$ cat config.mk
export PLATFORM = sky130hd
export DESIGN_NAME = cnu_minsum_serial
export DESIGN_NICKNAME = d
export VERILOG_FILES = /design/src/rtl/ldpc_pkg.sv /design/src/rtl/cnu_abs_sat.sv /design/src/rtl/cnu_minsum_serial.sv
export SDC_FILE = /design/constraint.sdc
export NUM_CORES = 1
export LEC_CHECK = 0
export BUFFER_PORTS_ARGS = -buffer_cell sky130_fd_sc_hd__buf_4
export CORE_AREA = 2 2 79 100
export CTS_CLUSTER_DIAMETER = 40
export DETAILED_ROUTE_END_ITERATION = 7
export DIE_AREA = 0 0 81 102
export GPL_TIMING_DRIVEN = 1
export PLACE_DENSITY = 0.87
export SYNTH_ARGS = -nofsm -noshare
export SYNTH_HDL_FRONTEND = slang
export SYNTH_HIERARCHICAL = 1
export SYNTH_SLANG_ARGS = --single-unit
$ cat constraint.sdc
create_clock -name clk -period 6.2 [get_ports clk]
set_input_delay 0.31 -clock clk [delete_from_list [all_inputs] [get_ports clk]]
set_output_delay 0.31 -clock clk [all_outputs]
set_load 0.02 [all_outputs]
$ cat src/rtl/ldpc_pkg.sv
// ldpc_pkg: shared state type and default widths for the LDPC check-node unit.
package ldpc_pkg;
   typedef enum logic {ACCUM, EMIT} cnu_state_t;
   localparam int N_DEF = 8;
   localparam int MAG_W_DEF = N_DEF - 1;
   localparam int DMAX_DEF = 32;
   localparam int IW_DEF = $clog2(DMAX_DEF);
endpackage

$ cat src/rtl/cnu_abs_sat.sv
// cnu_abs_sat: splits a two's complement message into sign and saturated magnitude.
module cnu_abs_sat import ldpc_pkg::*; #(
   parameter int N = N_DEF
) (
   input  logic [N-1:0] x,
   output logic         sgn,
   output logic [N-2:0] mag
);
   logic [N-1:0] neg;
   always_comb begin
      sgn = x[N-1];
      neg = -x;
      mag = !sgn ? x[N-2:0] : (x[N-2:0] == '0 ? '1 : neg[N-2:0]);
   end
endmodule

$ cat src/rtl/cnu_minsum_serial.sv
// cnu_minsum_serial: serial min-sum check-node unit, one v2c in / one c2v out per cycle.
// Define OFFSET_MS_EN for offset min-sum (magnitudes reduced by OFFSET, clamped at 0).
module cnu_minsum_serial import ldpc_pkg::*; #(
   parameter int N = N_DEF,
   parameter int DMAX = DMAX_DEF,
   parameter int OFFSET = 1,
   localparam int IW = $clog2(DMAX)
) (
   input  logic          clk,
   input  logic          rst,
   input  logic          in_valid,
   output logic          in_ready,
   input  logic [N-1:0]  in_data,
   input  logic          in_last,
   output logic          out_valid,
   input  logic          out_ready,
   output logic [N-1:0]  out_data,
   output logic [IW-1:0] out_idx,
   output logic          out_last
);
   localparam int MW = N - 1;
   localparam logic [MW-1:0] MAXM = '1;
`ifdef OFFSET_MS_EN
   localparam bit OFF_EN = 1'b1;
`else
   localparam bit OFF_EN = 1'b0;
`endif
   cnu_state_t state_q, state_d;
   logic [IW-1:0] cnt_q, cnt_d, ocnt_q, ocnt_d, idx1_q, idx1_d;
   logic [IW:0] deg_q, deg_d;
   logic [MW-1:0] min1_q, min1_d, min2_q, min2_d, mag_in, mag_k, mag_o;
   logic [DMAX-1:0] sv_q, sv_d;
   logic par_q, par_d, sgn_in, sign_k;

   cnu_abs_sat #(.N(N)) u_abs (.x(in_data), .sgn(sgn_in), .mag(mag_in));

   always_comb begin
      in_ready = state_q == ACCUM;
      out_valid = state_q == EMIT;
      out_idx = ocnt_q;
      out_last = out_valid && ({1'b0, ocnt_q} == deg_q - 1'b1);
      mag_k = ocnt_q == idx1_q ? min2_q : min1_q;
      mag_o = !OFF_EN ? mag_k : (mag_k > MW'(OFFSET) ? mag_k - MW'(OFFSET) : '0);
      sign_k = par_q ^ sv_q[ocnt_q];
      out_data = !out_valid ? '0 : (sign_k ? -{1'b0, mag_o} : {1'b0, mag_o});
      state_d = state_q;
      cnt_d = cnt_q;
      ocnt_d = ocnt_q;
      idx1_d = idx1_q;
      deg_d = deg_q;
      min1_d = min1_q;
      min2_d = min2_q;
      sv_d = sv_q;
      par_d = par_q;
      if (in_ready && in_valid) begin
         sv_d[cnt_q] = sgn_in;
         par_d = par_q ^ sgn_in;
         if (mag_in < min1_q) begin
            min2_d = min1_q;
            min1_d = mag_in;
            idx1_d = cnt_q;
         end else if (mag_in < min2_q) begin
            min2_d = mag_in;
         end
         cnt_d = cnt_q + 1'b1;
         if (in_last || cnt_q == IW'(DMAX - 1)) begin
            state_d = EMIT;
            deg_d = {1'b0, cnt_q} + 1'b1;
            ocnt_d = '0;
         end
      end
      if (out_valid && out_ready) begin
         ocnt_d = ocnt_q + 1'b1;
         if (out_last) begin
            state_d = ACCUM;
            ocnt_d = '0;
            cnt_d = '0;
            min1_d = MAXM;
            min2_d = MAXM;
            par_d = 1'b0;
         end
      end
   end

   always_ff @(posedge clk) begin
      if (rst) begin
         state_q <= ACCUM;
         cnt_q <= '0;
         ocnt_q <= '0;
         idx1_q <= '0;
         deg_q <= '0;
         min1_q <= MAXM;
         min2_q <= MAXM;
         sv_q <= '0;
         par_q <= 1'b0;
      end else begin
         state_q <= state_d;
         cnt_q <= cnt_d;
         ocnt_q <= ocnt_d;
         idx1_q <= idx1_d;
         deg_q <= deg_d;
         min1_q <= min1_d;
         min2_q <= min2_d;
         sv_q <= sv_d;
         par_q <= par_d;
      end
   end
endmodule
* Word-level counts from Yosys, hierarchy flattened *
Cells that the tools add are included.

storage, ports and cells
  register bits = 69
  output and inout port bits = 16
  logic and storage cells = 70

cells by class
  add/sub/neg operators = 6
  order comparisons = 5
  equality and inequality tests = 3
  multiplexer cells = 33
  bitwise gates (word level) = 3
  reduce and logical (&&, ||, !) cells = 11

operators by type and width
  operator             count
  $mux 7               12
  $mux 5               7
  $bwmux 32            1
  $mux 8               2
  $lt 7x7->1           2
  $lt 5x6->1 const B   2
  $add 5x1->5 const B  2
  $mux 1               9
  $neg 7->8            1
  $logic_not 7->1      1
  $neg 7->7            1
  $add 5x1->6 const B  1
  $eq 5x6->1           1
  $reduce_and 2->1     3
  $sub 6x1->6 const B  1
  $bmux 1 s5           1
  $demux 1 s5          1
  $eq 5x5->1           1
  $eq 5x5->1 const B   1
  $ge 5x1->1 const B   1
  $logic_and 1x1->1    4
  $reduce_bool 2->1    2
  $xor 1x1->1          2
  $logic_or 1x1->1     1
  $not 1->1            1

* Logic depth before layout (Yosys ltp) *
Gate-level depths: netlist of the first run.

  word-level depth = 9
  mapped depth = 13

* Hierarchy *
The synthesis of the first run kept the hierarchy.

modules (own cells, without submodules)
  module             times used  cells each  area each (sq um)  sequential area each (sq um)
  cnu_minsum_serial  1           502         4,112.7            1,381.3
  cnu_abs_sat        1           34          206.4              0.0

* Least setup slack after synthesis of the first run *
No wires, ideal clock.

  path type = flip-flop to output port
  start point = register ocnt_q[2] (netlist: out_idx[2])
  end point = output out_data[4]
  arrival = 2,742 ps
  setup slack = 3,148 ps
  stages on the path, launching flop included = 14
  buffers on the path = 4
  cells stage by stage = dfxtp_1 > buf_2 > buf_6 > xor2_1 > nor2_1 > nand2_1 > buf_2 > buf_2 > nor2_1 > a21oi_1 > ha_1 > a21boi_0 > nor3_1 > nor3_1

between the ends
  cells in the longest elaborated chain, start to end = 5
  elaborated cells between the ends (all ways) = 8
  classes of those cells = add/sub: 1; eq/ne: 1; mux: 5; bitwise: 1

RTL lines
  element                                   line                                              RTL
  from (decl)                               cnu_minsum_serial.sv:29                           logic [IW-1:0] cnt_q, cnt_d, ocnt_q, ocnt_d, idx1_q, idx1_d;
  from (signal assigned)                    cnu_minsum_serial.sv:99                           ocnt_q <= ocnt_d;
  $eq 5x5->1 or $bmux 1 s5 (tied branches)  cnu_minsum_serial.sv:42, cnu_minsum_serial.sv:44
  $mux 7 or $mux 1 (tied branches)          cnu_minsum_serial.sv:42, cnu_minsum_serial.sv:44
  $neg 7->8 or $xor 1x1->1 (tied branches)  cnu_minsum_serial.sv:45, cnu_minsum_serial.sv:44
  $mux 8 (*) (2 in a row)                   cnu_minsum_serial.sv:45                           out_data = !out_valid ? '0 : (sign_k ? -{1'b0, mag_o} : {1'b0, mag_o});
  to (decl)                                 cnu_minsum_serial.sv:17                           output logic [N-1:0] out_data,

Every way passes the cells marked *; elsewhere a longest branch is shown, timed or not. The select of a mux whose other input is x is not followed.

* Final worst setup path of the first run *
  start point = register ocnt_q[2] (netlist: out_idx[2])
  end point = output out_data[6]

Same word-level chain as after synthesis.

==> impl_metrics.ini, run 1 <==
[floorplanning]
core_um2 = 7269
dieArea_um2 = 8262
die_h_um = 102
rows = 35
start_util = 0.5941
fp.dieW_um = 81
io_pins = 29

[synthesis]
synth_top_area_share = 0.3198
syn_inst = 536
synthSimpleGateAreaFrac = 0.2135
postSynthNetCount = 570
yosys_warnings = 6
synth_xor_xnor_area_share = 0.04432
ys_seq_area_frac = 0.3198
synth_area_um2 = 4319
synth_async_sr_flop_share = 0
synth_fa_ha_area_frac = 0.06083
yosys.area.top_type = dfxtp_1
synth_top_family_by_area = simple AND/OR/NAND/NOR gates
syn_area_per_cell_um2 = 8.058
synth_edf_count = 0
ys.flop_type = dfxtp_1
synth_cell_types = 56
synth_compound_area_frac = 0.1700
synth.mux.area_fraction = 0.1309
synthTopCellsByArea = dfxtp_1, mux2i_1, ha_1
ys_seq_elements = 69

[status]
status = finished, final reports clean

[timing]
fin_ws_ns = 2.396
relSlewSlack = 0.1139
slew_viol_final = 0
fin_skew_ns = 0.01214
tns_ns = 0
rsz0062_at_grt = no
hold_viol_final = 0
setup_viol = 0
min_period_ns = 3.804
fmax_ghz = 0.2629
tightest_slew_ns = 1.323
finalCritPeriodShare = 0.6135

[global_route]
grt_usage = 0.2688
first_global_vias = 3711
grt_max_degree = 51
antenna_found_initial = 0
grt_pass1_wl_um = 17190
grt_remaining_overflow = 0

[power]
p_leak_nw = 1.973
vdd_drop_max_mv = 0.1656
pwr_density_cell_nw_per_um2 = 220.9

[clocking]
clkTransAtPathRegs_ns = 0.08
tritoncts_num_sinks = 69
insertion_delay_ns = 0.35
cts_resized = 0
cts_max_level = 3
cts-buffers-inserted = 9
cts_tree = built
cts_setup_buffers = 0
cts_root_buffer = clkbuf_8
cts_buffer_depth = 2
hold_buffers = 0

[route]
wl_met1_um = 4276
post-route-drc-count = 0
dr.pass1.iters = 5
ant_nets = 0
wl_per_cell_um = 16.28
vias = 3880
top_layer = met4
wl_met2_um = 5245
wl_met3_um = 486
drt_wl_total_um = 10410
via_per_inst = 6.072
drt-initial-drc-count = 304

[job]
drv_cap = 0

[min_path]
hold_path_class = input pin to flop

[finish]
fin_nets = 576
design_area_um2 = 4664
drive_gt1_frac = 0.1170
n_antenna_cell = 0
area_growth_syn_to_layout_pct = 7.995
postLayoutCoreUtil = 0.6417
layout_common_cells = nor2_1, dfxtp_1, nand2_1

[critical_path]
cp.required_ns = 5.89
arrival_ns = 3.49
worstSetupPathType = flop to output port
start_kind = flop
end_kind = output port
cp_max_fo = 20

[placement]
dp_hpwl_um = 7299
port_buffers = 28
dpl_cell_area_um2 = 4487
pre_cts_slack_ns = 2.735
gp_congestion = 0.8991
-- metal layers --
metal  up-vias  track usage
li1       1889            -
met1      1835       0.3123
met2       122       0.4584
met3        34      0.05742
met4         0       0.1460
met5         -            0
-- worst paths after layout --
kind,endpoint,start,slack [ns],cells past startpoint
hold / removal,deg_q[5],in_last,0.35,4
setup / recovery,out_data[6],out_idx[2],2.40,9
hold reg to reg,sv_q[11],sv_q[11],0.45,2
setup reg to reg,min2_q[2],out_idx[2],3.19,6
-- metrics by stage --
step                      hold slack (ns)  std cells  total power, mW
after floorplan                    0.4315        536           0.6486
after global placement             0.4425        623           0.6930
after detailed placement           0.4457        623           0.7020
after CTS                          0.3482        639            1.033
after global routing               0.3711        639            1.081
final                              0.3530        639            1.031
-- sequential cells by signal, summed over array words and instances (netlist names) --
register   count
min2_q         7
deg_q          6
sv_q          32
cnt_q          5
idx1_q         5
par_q          1
out_idx        5
out_valid      1
min1_q         7
-- worst max-delay path, cell delays in order, from the launching register on --
cell and delay, ns:
dfxtp_1 0.89, xor2_1 0.15, nor2_1 0.24, nand2_1 0.41, a21oi_1 0.40, ha_1 0.23, a21boi_0 0.40, a21oi_2 0.11
mux2i_1 0.16, buf_4 0.16
-- synthesized netlist by cell type, drive strengths merged, types with 4 or more instances --
cell type and count:
a211oi 6, a21o 7, a21oi 42, a31oi 5, and2 7, buf 14, clkbuf 21, dfxtp 69
ha 21, inv 23, mux2 4, mux2i 37, mux4 6, nand2 57, nand3 24, nand3b 5
nand4 5, nor2 69, nor3 7, nor3b 4, o21ai 39, o221ai 6, or3 5, xnor2 15
xor2 6
-- cell families after synthesis --
group | Yosys count
AOI/OAI and AO/OA | 121
xor gates and xnor gates | 21
adders and majority gates | 21
buffers and inverters | 58
DFF | 69
muxes | 47
and+or+nand+nor | 199
-- area by class of cell --
type | count | area (um^2)
multi-input combinational | 409 | 2679
fill | 636 | 2605
sequential | 69 | 1381
timing repair buffer | 30 | 225.2
clock buffer | 12 | 155.1
tap | 92 | 115.1
inverter | 23 | 86.33
clock inverter | 4 | 22.52
-- power breakdown --
part           switching [mW]  internal [mW]  total [mW]
combinational           0.132         0.0883       0.220
sequential             0.0202          0.458       0.478
clock                   0.167          0.165       0.332
total                   0.319          0.711        1.03
(Power assumes the default switching activity.)
==> run 2, diff against run 1 <==
clock period = 3.5 ns   (was 6.2 ns; I/O delays follow)
==> impl_metrics.ini, run 2 (synthesis results as in run 1) <==
[critical_path]
cp_max_fo = 12
end_kind = output port
start_kind = flop
slowest_stage = mux4_1
reg2reg_to = min2_q[0]
worstRegToRegCells = 8
arrival_ns = 3.15
r2r-start = min1_q[1]
worstSetupPathType = flop to output port
crit_chain = mux4_1 -> mux2_2 -> nand3_1 -> nand4_2 -> xnor2_2 -> or3_2 -> a21oi_1 -> buf_4
worst_path_largest_cell_delay_ns = 0.64
r2r_slack_ns = 1.01
cp.required_ns = 3.32

[job]
drv_cap = 0

[clocking]
cts_max_level = 3
cts_buffer_depth = 2
tritoncts_num_sinks = 69
hold_buffers = 0
cts-buffers-inserted = 9
insertion_delay_ns = 0.35
cts_setup_buffers = 0
cts_root_buffer = clkbuf_8
clkTransAtPathRegs_ns = 0.08
cts_resized = 0
cts_tree = built

[floorplanning]
core_um2 = 7269
dieArea_um2 = 8262
start_util = 0.5941
fp.dieW_um = 81
io_pins = 29
die_h_um = 102
rows = 35

[route]
post-route-drc-count = 0
vias = 3897
wl_per_cell_um = 16.54
drt-initial-drc-count = 284
via_per_inst = 6.042
ant_nets = 0
dr.pass1.iters = 5
drt_wl_total_um = 10670

[finish]
largest_reg_flops = 32
reg.largest.list = sv_q x32, min1_q x7, min2_q x7
stdcell_count = 645
fin_nets = 582
design_area_um2 = 4765
drive_gt1_frac = 0.1356
area_growth_syn_to_layout_pct = 10.31
top_register = sv_q
layout_common_cells = nor2_1, dfxtp_1, nand2_1
final_common_cell = nor2_1
n_antenna_cell = 0

[timing]
relSlewSlack = 0.2466
tightest_slew_ns = 1.118
min_period_ns = 3.326
hold_viol_final = 0
whs_ns = 0.1972
fmax_ghz = 0.3007
finalCritPeriodShare = 0.9503
fin_skew_ns = 0.01086
setup_viol = 0
rsz0062_at_grt = no
slew_viol_final = 0
tns_ns = 0

[global_route]
antenna_found_initial = 0
grt_usage = 0.2718
grt_util_met1 = 0.3148
met2_usage = 0.4774
grt_remaining_overflow = 0
met3_usage = 0.05300
grt_pass1_wl_um = 17360
first_global_vias = 3621
top_usage_layer = met2
grt_max_degree = 51

[status]
status = finished, final reports clean

[power]
netSwitchingFraction = 0.2965
seqPwrFrac = 0.427
intPower_mw = 1.389
p_leak_nw = 2.025
vdd_drop_max_mv = 0.2751
switchingPower_mw = 0.5855
pwr_density_cell_nw_per_um2 = 414.4
power_frac_comb = 0.202
clkPwrFrac = 0.371

[placement]
port_buffers = 28
dpl_cell_area_um2 = 4532
dp_cells = 629
dp_hpwl_um = 7515
gp_congestion = 0.9671

[min_path]
min_from = in_last
hold_end = deg_q[5]
hold_path_class = input pin to flop
whs_path_depth = 4
==> run 2: cell count changes in the layout (fill, tap and decap cells not counted), sizes merged <==
cell    previous run  this run
buf               30        36
bufinv             0         2
clkbuf            12        10
==> run 2: power by group through the flow <==
stage	Combinational, mW	Sequential (mW)	Clock [mW]
detailed placement	0.386	0.860	0
global route	0.437	0.847	0.772
finish	0.399	0.844	0.732
global placement	0.372	0.859	0
floorplan	0.298	0.850	0
CTS	0.392	0.842	0.736
==> run 2: area by class of cell <==
cell class              instances  area, um^2
clock buffers                  10       137.6
well taps                      92       115.1
flip-flops and latches         69        1384
inverters                      23       86.33
repair buffers                 36       270.3
clock inverters                 6       86.33
fillers                       593        2505
multi-input cells             409        2685
==> run 2: how the worst max path moves through the flow <==
stage                  end  slack [ns]       start
4_1_cts        out_data[6]        0.05  out_idx[3]
3_5_place_dp     min2_q[0]        0.27  in_data[0]
2_1_floorplan  out_data[4]        0.58  out_idx[2]
5_1_grt        out_data[6]        0.07  out_idx[4]
6_report       out_data[3]        0.17  out_idx[0]
3_3_place_gp     min2_q[3]        0.47  in_data[0]
==> run 2: critical path, delay by kind of cell, from the launching register on <==
family	cells	cell delay [ns]
buf+inv	1	0.16
flops	1	0.51
mux	2	0.94
compound gates	1	0.16
xor+xnor	1	0.27
simple gates	3	0.76
==> run 2: through the flow <==
| stage | power (mW) | utilization | setup WS (ns) |
|---|---|---|---|
| global route | 2.055 | 0.6554 | 0.07215 |
| detailed placement | 1.247 | 0.6234 | 0.2736 |
| CTS | 1.970 | 0.6542 | 0.04618 |
| floorplan | 1.149 | - | 0.5825 |
| finish | 1.975 | 0.6554 | 0.1739 |
| global placement | 1.230 | 0.6234 | 0.4659 |
==> run 2: metal layers <==
layer	up-vias	part of all wire
met4	0	0.027
met3	23	0.038
met1	1865	0.42
met2	107	0.52
li1	1902	-
met5	-	0
==> run 3, diff against run 2 <==
clock period = 3.2 ns   (was 3.5 ns; I/O delays follow)
==> impl_metrics.ini, run 3 (synthesis results as in run 1) <==
[clocking]
cts_resized = 0
cts_tree = built
clkTransAtPathRegs_ns = 0.08
cts-buffers-inserted = 9
cts_setup_buffers = 0
cts_buffer_depth = 2
insertion_delay_ns = 0.35
cts_root_buffer = clkbuf_8
hold_buffers = 0
tritoncts_num_sinks = 69
cts_max_level = 3

[global_route]
first_global_vias = 3880
grt_remaining_overflow = 0
grt_pass1_wl_um = 18620
met2_usage = 0.4965
antenna_found_initial = 0
met3_usage = 0.05300
top_usage_layer = met2
grt_util_met1 = 0.3396
grt_usage = 0.2906
grt_max_degree = 51

[floorplanning]
core_um2 = 7269
fp.dieW_um = 81
start_util = 0.5941
io_pins = 29
die_h_um = 102
dieArea_um2 = 8262
rows = 35

[timing]
min_period_ns = 3.082
slew_viol_final = 0
tns_ns = 0
relSlewSlack = 0.5426
fin_skew_ns = 0.01184
rsz0062_at_grt = no
tightest_slew_ns = 0.6845
hold_viol_final = 0
setup_viol = 0
fmax_ghz = 0.3244
finalCritPeriodShare = 0.9632

[power]
p_leak_nw = 2.056
p_total_mw = 2.135
pwr_density_cell_nw_per_um2 = 444.3
vdd_drop_max_mv = 0.2622

[finish]
drive_gt1_frac = 0.1464
area_growth_syn_to_layout_pct = 11.24
largest_reg_flops = 32
multi_input_area_um2 = 2681
final.fill_count = 608
fin_nets = 589
layout_common_cells = nor2_1, dfxtp_1, nand2_1
n_antenna_cell = 0
top_register = sv_q
final_common_cell = nor2_1
reg.largest.list = sv_q x32, min1_q x7, min2_q x7
register_area_um2 = 1385

[critical_path]
cp_max_fo = 12
worst_path_largest_cell_delay_ns = 0.58
cp_top_family = multiplexers
worstSetupPathType = flop to output port
crit_chain = mux4_1 -> mux2_2 -> nand3_1 -> nand4_2 -> xnor2_2 -> or3_2 -> a21oi_1 -> buf_4
slowest_stage = mux4_1
end_kind = output port
arrival_ns = 2.92
cp.required_ns = 3.04
start_kind = flop
worst-path-buf-inv = 1

[route]
drt_wl_total_um = 11030
dr.pass1.iters = 6
post-route-drc-count = 0
drt-initial-drc-count = 306
via_per_inst = 6.060
vias = 3951
wl_per_cell_um = 16.92
ant_nets = 0

[status]
status = finished, final reports clean

[job]
drv_cap = 0

[placement]
port_buffers = 28
gp_congestion = 0.8071
dp_hpwl_um = 7645

[min_path]
hold_path_class = input pin to flop
## run 3: cell types whose count changed in the layout (fill, tap and decap cells not counted), sizes merged
cell,delta
clkbuf,-1
buf,+7
clkinvlp,+1
## run 3: report_power, final
part / total [mW] / internal, mW / switching [mW]
clock: 0.774 / 0.434 / 0.340
combinational: 0.437 / 0.179 / 0.258
sequential: 0.923 / 0.887 / 0.0361
## run 3: worst register-to-register path: cells and delay by family, from the launching register on
kind,cells,cell delay [ns]
compound gates,2,0.54
fa+ha+maj,1,0.33
buf+inv,1,0.11
flops,1,0.41
mux,2,0.54
simple gates,1,0.12
## run 3: path summary, 6_finish.rpt
path / startpoint / endpoint / slack, ns / cells past startpoint
max: out_idx[0] / out_data[3] / 0.12 / 8
min: in_last / deg_q[5] / 0.17 / 4
max reg2reg: min2_q[5] / min2_q[0] / 1.01 / 7
min reg2reg: sv_q[11] / sv_q[11] / 0.46 / 2
## run 3: area by class of cell
type,count,area share
tap,92,0.02396
clock buffer,9,0.02578
sequential,69,0.2883
inverter,23,0.01797
clock inverter,7,0.01875
timing repair buffer,43,0.06719
multi-input combinational,409,0.5581
## run 3: routing by layer
layer / wire length (um) / part of all wire
met1: 4429 / 0.40
met2: 5583 / 0.51
met3: 602 / 0.055
met4: 414 / 0.038
met5: 0 / 0
## run 3: metrics by stage
step	hold slack [ns]	std cells	cell area [um^2]	setup WS, ns	util
final	0.1698	652	4805	0.1177	0.6609
after global placement	0.4411	636	4584	0.3469	0.6306
after detailed placement	0.4507	636	4584	0.2116	0.6306
after global routing	0.1947	652	4805	0.02471	0.6609
after floorplan	0.2975	536	4319	0.2975	-
after CTS	0.1593	652	4798	0.02895	0.6601
